$ cat config.mk
export PLATFORM = sky130hd
export DESIGN_NAME = player_motion_ctrl
export DESIGN_NICKNAME = d
export VERILOG_FILES = /design/src/rtl/player_motion_ctrl.sv
export SDC_FILE = /design/constraint.sdc
export NUM_CORES = 1
export LEC_CHECK = 0
export ABC_AREA = 0
export CAP_MARGIN = 25
export CORE_UTILIZATION = 40
export CTS_CLUSTER_SIZE = 20
export DETAILED_ROUTE_END_ITERATION = 10
export PLACE_DENSITY = 0.68
export SYNTH_ARGS = -nofsm -noshare
export SYNTH_HDL_FRONTEND = slang
export SYNTH_SLANG_ARGS = --single-unit
$ cat constraint.sdc
create_clock -name Clk -period 9.9 [get_ports Clk]
set_clock_uncertainty 0.2 [all_clocks]
set_input_delay 1.485 -clock Clk [delete_from_list [all_inputs] [get_ports Clk]]
set_output_delay 1.485 -clock Clk [all_outputs]
set_load 0.02 [all_outputs]
$ cat src/rtl/player_motion_ctrl.sv
// -----------------------------------------------------------------------------
// player_motion_ctrl
//   Tile-stepping player movement controller. A keypress facing the current
//   direction walks the player one full tile, one pixel every SPEED frames;
//   a keypress in another direction turns the player in place for
//   TURN_FRAMES frames. All state changes happen on frame ticks derived from
//   the (asynchronous) VS input.
//
// Ports
//   Clk               in   system clock
//   Reset             in   synchronous, active-high reset
//   VS                in   vertical sync, asynchronous to Clk
//   keycode[7:0]      in   USB HID keycode (0x1A up, 0x07 right, 0x16 down,
//                          0x04 left, anything else = no key)
//   Character_Moving  out  high while a tile step is in progress
//   Direction[1:0]    out  facing: 0 up, 1 right, 2 down, 3 left
//   Pos_X[9:0]        out  world X position in pixels
//   Pos_Y[9:0]        out  world Y position in pixels
//   Step_Done         out  one-cycle pulse when a tile step completes
// -----------------------------------------------------------------------------
module player_motion_ctrl #(
  parameter int TILE        = 16,
  parameter int MAP_W       = 640,
  parameter int MAP_H       = 480,
  parameter int START_X     = 320,
  parameter int START_Y     = 352,
  parameter int SPEED       = 1,
  parameter int TURN_FRAMES = 4
) (
  input  logic       Clk,
  input  logic       Reset,
  input  logic       VS,
  input  logic [7:0] keycode,
  output logic       Character_Moving,
  output logic [1:0] Direction,
  output logic [9:0] Pos_X,
  output logic [9:0] Pos_Y,
  output logic       Step_Done
);

  localparam int PW = $clog2(TILE + 1);
  localparam int DW = $clog2(SPEED + 1);
  localparam int TW = $clog2(TURN_FRAMES + 2);

  localparam logic [9:0]    X_MAX     = 10'(MAP_W - TILE);
  localparam logic [9:0]    Y_MAX     = 10'(MAP_H - TILE);
  localparam logic [9:0]    X_START   = 10'(START_X);
  localparam logic [9:0]    Y_START   = 10'(START_Y);
  localparam logic [PW-1:0] PIX_LAST  = PW'(TILE - 1);
  localparam logic [DW-1:0] DIV_LAST  = DW'(SPEED - 1);
  localparam logic [TW-1:0] TURN_INIT = TW'(TURN_FRAMES);

  typedef enum logic [1:0] {IDLE, TURN, WALK} state_t;

  state_t        state_q, state_d;
  logic [1:0]    dir_q, dir_d;
  logic [9:0]    px_q, px_d, py_q, py_d;
  logic [PW-1:0] pix_q, pix_d;
  logic [DW-1:0] div_q, div_d;
  logic [TW-1:0] turn_q, turn_d;
  logic          done_q, done_d;

  // VS synchronizer and rising-edge detector.
  logic vs_meta, vs_sync, vs_prev;
  logic frame_tick;

  // NOTE: the whole block uses a synchronous reset, so every flop (including
  // the synchronizer) clears only on a Clk edge with Reset high.
  always_ff @(posedge Clk) begin
    if (Reset) begin
      vs_meta <= 1'b0;
      vs_sync <= 1'b0;
      vs_prev <= 1'b0;
    end else begin
      vs_meta <= VS;
      vs_sync <= vs_meta;
      vs_prev <= vs_sync;
    end
  end

  assign frame_tick = vs_sync & ~vs_prev;

  // Key decode.
  logic       key_valid;
  logic [1:0] key_dir;

  // NOTE: every combinational output gets a default before the case so no
  // path leaves it unassigned (which would infer a latch).
  always_comb begin
    key_valid = 1'b1;
    key_dir   = 2'd0;
    case (keycode)
      8'h1A:   key_dir = 2'd0;
      8'h07:   key_dir = 2'd1;
      8'h16:   key_dir = 2'd2;
      8'h04:   key_dir = 2'd3;
      default: key_valid = 1'b0;
    endcase
  end

  function automatic logic is_blocked(input logic [1:0] d,
                                      input logic [9:0] x,
                                      input logic [9:0] y);
    logic b;
    case (d)
      2'd0:    b = (y == 10'd0);
      2'd1:    b = (x >= X_MAX);
      2'd2:    b = (y >= Y_MAX);
      default: b = (x == 10'd0);
    endcase
    return b;
  endfunction

  // Position after a one-pixel move in the facing direction.
  logic [9:0] mx, my;
  always_comb begin
    mx = px_q;
    my = py_q;
    case (dir_q)
      2'd0:    my = py_q - 10'd1;
      2'd1:    mx = px_q + 10'd1;
      2'd2:    my = py_q + 10'd1;
      default: mx = px_q - 10'd1;
    endcase
  end

  // Next-state logic. Nothing changes except on a frame tick.
  always_comb begin
    state_d = state_q;
    dir_d   = dir_q;
    px_d    = px_q;
    py_d    = py_q;
    pix_d   = pix_q;
    div_d   = div_q;
    turn_d  = turn_q;
    done_d  = 1'b0;

    if (frame_tick) begin
      case (state_q)
        IDLE: begin
          if (key_valid && key_dir != dir_q) begin
            dir_d   = key_dir;
            turn_d  = TURN_INIT;
            state_d = TURN;
          end else if (key_valid && !is_blocked(dir_q, px_q, py_q)) begin
            pix_d   = '0;
            div_d   = '0;
            state_d = WALK;
          end
        end

        TURN: begin
          // A zero count (TURN_FRAMES == 0) leaves on the first tick too.
          if (turn_q == '0 || turn_q == TW'(1)) begin
            turn_d  = '0;
            state_d = IDLE;
          end else begin
            turn_d = turn_q - TW'(1);
          end
        end

        WALK: begin
          if (div_q == DIV_LAST) begin
            div_d = '0;
            px_d  = mx;
            py_d  = my;
            if (pix_q == PIX_LAST) begin
              // Tile boundary: the key is sampled again here, and the block
              // test uses the position we are just arriving at.
              pix_d  = '0;
              done_d = 1'b1;
              if (!(key_valid && key_dir == dir_q && !is_blocked(dir_q, mx, my)))
                state_d = IDLE;
            end else begin
              pix_d = pix_q + PW'(1);
            end
          end else begin
            div_d = div_q + DW'(1);
          end
        end

        default: state_d = IDLE;
      endcase
    end
  end

  // NOTE: sequential state uses non-blocking assignments so all registers
  // update together from the values computed for this cycle.
  always_ff @(posedge Clk) begin
    if (Reset) begin
      state_q <= IDLE;
      dir_q   <= 2'd0;
      px_q    <= X_START;
      py_q    <= Y_START;
      pix_q   <= '0;
      div_q   <= '0;
      turn_q  <= '0;
      done_q  <= 1'b0;
    end else begin
      state_q <= state_d;
      dir_q   <= dir_d;
      px_q    <= px_d;
      py_q    <= py_d;
      pix_q   <= pix_d;
      div_q   <= div_d;
      turn_q  <= turn_d;
      done_q  <= done_d;
    end
  end

  assign Character_Moving = (state_q == WALK);
  assign Direction        = dir_q;
  assign Pos_X            = px_q;
  assign Pos_Y            = py_q;
  assign Step_Done        = done_q;

endmodule

==> results of run 1 <==
[worst max-delay path by stage]
stage	start	endpoint	slack, ns	cells past startpoint
final	Direction[0]	state_q[0]	5.80	11
after global routing	keycode[3]	pix_q[3]	5.59	9
after CTS	Direction[0]	state_q[0]	5.83	11
after detailed placement	keycode[2]	turn_q[0]	5.58	9
after global placement	keycode[2]	pix_q[3]	5.66	9
after floorplan	Direction[1]	state_q[0]	6.17	11
[logic make-up after synthesis]
kind of cell	count (synthesis)
buffers and inverters	24
XOR/XNOR	15
AND/OR/NAND/NOR	145
multiplexers	9
flip-flops	36
AO/OA/AOI/OAI	97
adder cells (fa/ha/maj)	20
[registers in the layout, indices dropped and copies added (netlist names)]
name and cells:
pix_q 5, Pos_X 10, vs_meta 1, state_q 2
Direction 2, Step_Done 1, Pos_Y 10, vs_sync 1
turn_q 3, vs_prev 1
[per-layer routing]
metal	wire, um	up-vias	track usage (%)
li1	-	1345	-
met4	116	0	6.78
met5	0	-	0
met3	280	16	3.93
met2	3290	57	34.0
met1	3360	1290	27.0
[area by class of cell]
| cell class | instances | area [um2] |
|---|---|---|
| Clock buffer | 5 | 68.8 |
| Multi-Input combinational cell | 286 | 1920 |
| Fill cell | 647 | 3210 |
| Timing Repair Buffer | 35 | 348 |
| Inverter | 15 | 56.3 |
| Tap cell | 77 | 96.3 |
| Clock inverter | 3 | 42.5 |
| Sequential cell | 36 | 721 |
[stage by stage]
| stage | hold WS, ns | setup WS, ns | power (mW) |
|---|---|---|---|
| after floorplan | 0.209 | 6.17 | 0.155 |
| after global placement | 0.218 | 5.66 | 0.161 |
| after detailed placement | 0.230 | 5.58 | 0.161 |
| after CTS | 0.246 | 5.83 | 0.292 |
| after global routing | 0.264 | 5.59 | 0.299 |
| final | 0.246 | 5.80 | 0.288 |
[worst reg2reg max path: stages (launching register included)]
cell and delay [ns]:
dfxtp_1 0.59, inv_1 0.20, nand2_1 0.36, ha_1 0.38, a21o_1 0.29, a2111oi_4 0.39
a21oi_2 0.12, and2_4 0.15, or4_1 0.52, a21o_1 0.20, a41oi_2 0.23, mux2_1 0.35
[where the power goes]
group | leakage, nW | internal (mW) | total, mW | switching (mW)
Clock | 0.0541 | 0.0745 | 0.130 | 0.0555
Sequential | 0.291 | 0.145 | 0.145 | 0.000244
Combinational | 0.863 | 0.00606 | 0.0127 | 0.00669
[placed cells by master (no fill, tap or decap), types with 8 or more instances in the layout]
cell type	n
nor2_1	44
dfxtp_1	36
clkdlybuf4s50_1	34
a21oi_1	26
nand2_1	24
ha_1	18
inv_1	14
nor3_1	14
nor2b_1	12
o21ai_0	12
xnor2_1	10
nand3_1	8
o21a_1	8
mux2i_1	8
==> qor.txt, run 1 <==
First-pass GRT wire length: 12.0 mm
CTS Hold Buffers Added: 0
DRC errors left: 0
WP data required: 9.88 ns
Hold path startpoint: pix_q[4]
Die ar.: 7150 um2
Synth cell types: 62
Final non-filler cell total: 457
Crit-path leading delay family: compound AO/OA/AOI/OAI gates
Minimum clock period: 4.10 ns
I/O pin cnt: 35
DRT antenna net count: 0
Finished Cell Area: 3250 um2
CP most frequent cell: a21o_1
Hold-critical path depth: 1
HP Class: register to register
Routed WL per cell: 15.4 um
DR vias: 2708
Startpoint class of the critical path: register
Die X-Extent: 84.6 um
Arrival time at the worst endpoint: 4.08 ns
Worst R2R Start: Direction[0]
Maxcap violations: 0
Top cell type's share of synthesized area: 26.4%
Initial antenna violation count: 0
Final core utilization: 50.3%
Initial Util: 42.2%
Root Buffer: clkbuf_8
Cell Area, Synth: 2730 um2
# port buffers: 34
Placed Instance Area: 3140 um2
Hpwl dp: 5.31 mm
TritonRoute pass-1 iters: 5
Longest Clk Path Bufs: 2
Synth Area in Simple Gates: 27.1%
Worst VDD drop: 0.000102 V
Vias in the first global route: 2565
Cells along the critical path: inv_1, nand2_1, ha_1, a21o_1, a2111oi_4, a21oi_2, and2_4, or4_1, a21o_1, a41oi_2, mux2_1
Hold Vio Cnt, Final: 0
Row cnt: 29
Leakage power: 1.21 nW
TNS Setup: 0 ns
Worst R2R Setup Slack: 5.80 ns
Max Fclk: 244 MHz
Largest stage delay on the critical path: 0.59 ns
Post-synthesis compound-gate area fraction: 25.3%
CTS H-tree depth: 2
Cell with the most instances after synthesis: nor2_1
Top post-synthesis cells by count: nor2_1 (44), dfxtp_1 (36), a21oi_1 (26), nand2_1 (24), ha_1 (18)
Average size of a mapped cell: 7.88 um2
Clock transition at path regs: 0.08 ns
Die Ht: 84.6 um
RD Place Congestion: 0.900
Post_cts resized: 0
Warning count from the yosys run: 0
RSZ-0062 raised after global routing: no
Largest net degree at the start of global routing: 39
Inst Count DP: 449
Count of pins over their slew limit: 0
Slew HR: 54.6%
Post-synth top area cell: dfxtp_1
Num CTS Buffers: 5
WP buf/inv: 1
Final nets: 410
DRT iter0 DRCs: 108
Reg2reg end: state_q[0]
GRT Total Usage: 20.6%
Number of synthesized flops with an enable pin: 0
Clk_lat worst skew: 0.29 ns
Main combinational cell family by area after synthesis: simple AND/OR/NAND/NOR gates
Hold EP: Step_Done
Grt ovf: 0
Num Clock Sinks: 36
Tightest Pin Transition: 0.679 ns
Adder-cell area share of the yosys netlist: 9.72%
Via/cell ratio: 5.93
Syn Inst Count: 346
Setup crit end kind: register
# setup viols final: 0
Power per cell area: 88.7 nW/um2
# diodes: 0
Crit path max fanout: 14
Share of layout cells above drive strength 1: 5.00%
Mapped Nets: 377
Post-Route WL: 7.05 mm
Top FF cell, synth: dfxtp_1
Synthesized flop and latch total: 36
CP max-delay cell: dfxtp_1
Area grow syn2layout: 19.1%
Setup Buffers After CTS: 0
Worst R2R Path Depth: 11
Synth Area in XOR/XNOR: 4.82%
Status: completed
Sequential area share after synthesis: 26.4%
Critical setup path kind: register to register
Mux contribution to synthesized area: 3.35%
Core Area: 6460 um2
Final period utilization: 41.4%
FFs w/ async S/R, synth: 0%
Synth area leaders: dfxtp_1 (26%), ha_1 (8.3%), nor2_1 (6.1%)
CTS tree: yes
No activity file was read; power rests on OpenSTA's default activity.
==> inputs of run 2 (changes only) <==
PLACE_DENSITY = 0.7   (was 0.68)
clock period = 3.4 ns   (was 9.9 ns; I/O delays follow)
==> run 2 against run 1 <==
Effect of this change: the run now ends with design-rule violations left; wire length is 2.4% higher; non-clock buffer count increased by 23; sequential power grew to 2.9 times the previous value; sequential share of layout area shrank 1.4 points; critical endpoint unchanged; largest power group unchanged.
==> qor.txt, run 2 (synthesis gave the netlist of run 1 again) <==
Clock transition at path regs: 0.09 ns (was 0.08 ns)
Worst R2R Path Depth: 11 (unchanged)
Reg2reg end: state_q[0] (unchanged)
I/O pin cnt: 35 (unchanged)
Num Clock Sinks: 36 (unchanged)
Initial Util: 42.2% (unchanged)
Levels on crit path: 11 (unchanged)
Smallest hold slack: 0.236 ns (was 0.246 ns)
Row cnt: 29 (unchanged)
Initial antenna violation count: 0 (unchanged)
Hpwl dp: 5.51 mm (was 5.31 mm)
Critical setup path kind: register to register (unchanged)
Leakage power: 1.34 nW (was 1.21 nW)
Finished Cell Area: 3490 um2 (was 3250 um2)
Final core utilization: 54.0% (was 50.3%)
Most common cell after layout, fill and taps aside: nor2_1 (unchanged)
DRT iter0 DRCs: 214 (was 108)
WP buf/inv: 1 (unchanged)
Num CTS Buffers: 5 (unchanged)
DRC errors left: 2 (was 0)
Crit-path leading delay family: compound AO/OA/AOI/OAI gates (unchanged)
Die Ht: 84.6 um (unchanged)
HP Class: register to register (unchanged)
Arrival time at the worst endpoint: 3.26 ns (was 4.08 ns)
CP most frequent cell: a21o_1 (unchanged)
Die X-Extent: 84.6 um (unchanged)
RSZ-0062 raised after global routing: no (unchanged)
Worst R2R Start: Direction[0] (unchanged)
DR vias: 2802 (was 2708)
Cells along the critical path: inv_1, nand2_4, ha_4, a21o_1, a2111oi_4, a21oi_2, and2_4, or4_1, a21o_1, a41oi_2, mux2_1 (was inv_1, nand2_1, ha_1, a21o_1, a2111oi_4, a21oi_2, and2_4, or4_1, a21o_1, a41oi_2, mux2_1)
Final nets: 433 (was 410)
Worst VDD drop: 0.000227 V (was 0.000102 V)
Routed WL per cell: 15.0 um (was 15.4 um)
Setup Buffers After CTS: 0 (unchanged)
Inst Count DP: 472 (was 449)
Count of pins over their slew limit: 0 (unchanged)
Root Buffer: clkbuf_8 (unchanged)
Longest Clk Path Bufs: 2 (unchanged)
WP data required: 3.40 ns (was 9.88 ns)
CP max-delay cell: or4_1 (was dfxtp_1)
TNS Setup: 0 ns (unchanged)
Share of layout cells above drive strength 1: 12.9% (was 5.00%)
Maxcap violations: 0 (unchanged)
TritonRoute pass-1 iters: 10 (was 5)
Die ar.: 7150 um2 (unchanged)
Area grow syn2layout: 27.8% (was 19.1%)
GRT Total Usage: 20.9% (was 20.6%)
RD Place Congestion: 0.933 (was 0.900)
First-pass GRT wire length: 12.1 mm (was 12.0 mm)
Clk_lat worst skew: 0.31 ns (was 0.29 ns)
Final period utilization: 96.1% (was 41.4%)
Violated checks: design-rule violations
# diodes: 0 (unchanged)
Vias in the first global route: 2617 (was 2565)
CTS tree: yes (unchanged)
Largest stage delay on the critical path: 0.52 ns (was 0.59 ns)
Post-Route WL: 7.22 mm (was 7.05 mm)
CTS H-tree depth: 2 (unchanged)
Minimum clock period: 3.27 ns (was 4.10 ns)
Final non-filler cell total: 480 (was 457)
Via/cell ratio: 5.84 (was 5.93)
Status: finished with violations (was completed)
Tightest Pin Transition: 0.748 ns (was 0.679 ns)
# port buffers: 34 (unchanged)
Crit path capture: state_q[0] (unchanged)
Max Fclk: 306 MHz (was 244 MHz)
Startpoint class of the critical path: register (unchanged)
Power per cell area: 248 nW/um2 (was 88.7 nW/um2)
Hold Vio Cnt, Final: 0 (unchanged)
DRT antenna net count: 0 (unchanged)
Critical path origin: Direction[0] (unchanged)
Setup crit end kind: register (unchanged)
Most frequent cells in the layout: nor2_1 (44), dfxtp_1 (34), clkdlybuf4s50_1 (34) (was nor2_1 (44), dfxtp_1 (36), clkdlybuf4s50_1 (34))
Grt ovf: 0 (unchanged)
Core Area: 6460 um2 (unchanged)
Slew HR: 50.0% (was 54.6%)
# setup viols final: 0 (unchanged)
Largest net degree at the start of global routing: 21 (was 39)
Placed Instance Area: 3330 um2 (was 3140 um2)
Crit path max fanout: 9 (was 14)
Worst R2R Setup Slack: 0.13 ns (was 5.80 ns)
[run 2: cell count changes in the layout (fill, tap and decap cells not counted), sizes merged]
| cell | delta |
|---|---|
| buf | +23 |
| clkinv | -1 |
| inv | +1 |
[run 2: per-layer routing]
layer  global-route usage (%)  part of all wire, %
met1                     27.7                   46
met2                     34.2                   47
met3                     3.05                  4.9
met4                     8.01                  1.8
met5                        0                    0
[run 2: how the worst min path moves through the flow]
stage | from | depth (start not counted) | slack (ns) | end
detailed placement | pix_q[4] | 1 | 0.23 | Step_Done
CTS | pix_q[4] | 1 | 0.24 | Step_Done
floorplan | pix_q[4] | 1 | 0.21 | Step_Done
global route | pix_q[4] | 1 | 0.27 | Step_Done
global placement | vs_meta | 1 | 0.22 | vs_sync
finish | pix_q[4] | 1 | 0.24 | Step_Done
[run 2: worst reg2reg max path, delay by kind of cell (launching register included)]
kind	cells	cell delay, ns
AO/OA/AOI/OAI	5	1.11
adder cells (fa/ha/maj)	1	0.26
buffers and inverters	1	0.11
flip-flops	1	0.35
multiplexers	1	0.34
AND/OR/NAND/NOR	3	0.79
[run 2: area by class of cell]
class / count / area, um2
clock buffers: 5 / 68.8
clock inverters: 3 / 46.3
fillers: 621 / 2970
inverters: 15 / 56.3
multi-input cells: 286 / 1980
flip-flops and latches: 36 / 723
well taps: 77 / 96.3
repair buffers: 58 / 520
[run 2: metrics by stage]
stage | power (mW) | setup slack, ns
2_1_floorplan | 0.451 | 0.0439
3_3_place_gp | 0.468 | 0.0959
3_5_place_dp | 0.469 | -0.00197
4_1_cts | 0.871 | 0.0222
5_1_grt | 0.890 | 0.0116
6_report | 0.865 | 0.133
[run 2: power breakdown]
group | internal [mW] | leakage, nW | total [mW] | switching, mW
clock network | 0.221 | 0.0548 | 0.406 | 0.185
registers | 0.423 | 0.292 | 0.423 | 0.000637
logic | 0.0179 | 0.990 | 0.0362 | 0.0183
[run 2: what timing repair did]
item / CTS / global route
gates resized for setup: 1 / 9
hold buffers: 0 / 0
endpoints found under the setup margin: 1 / 2
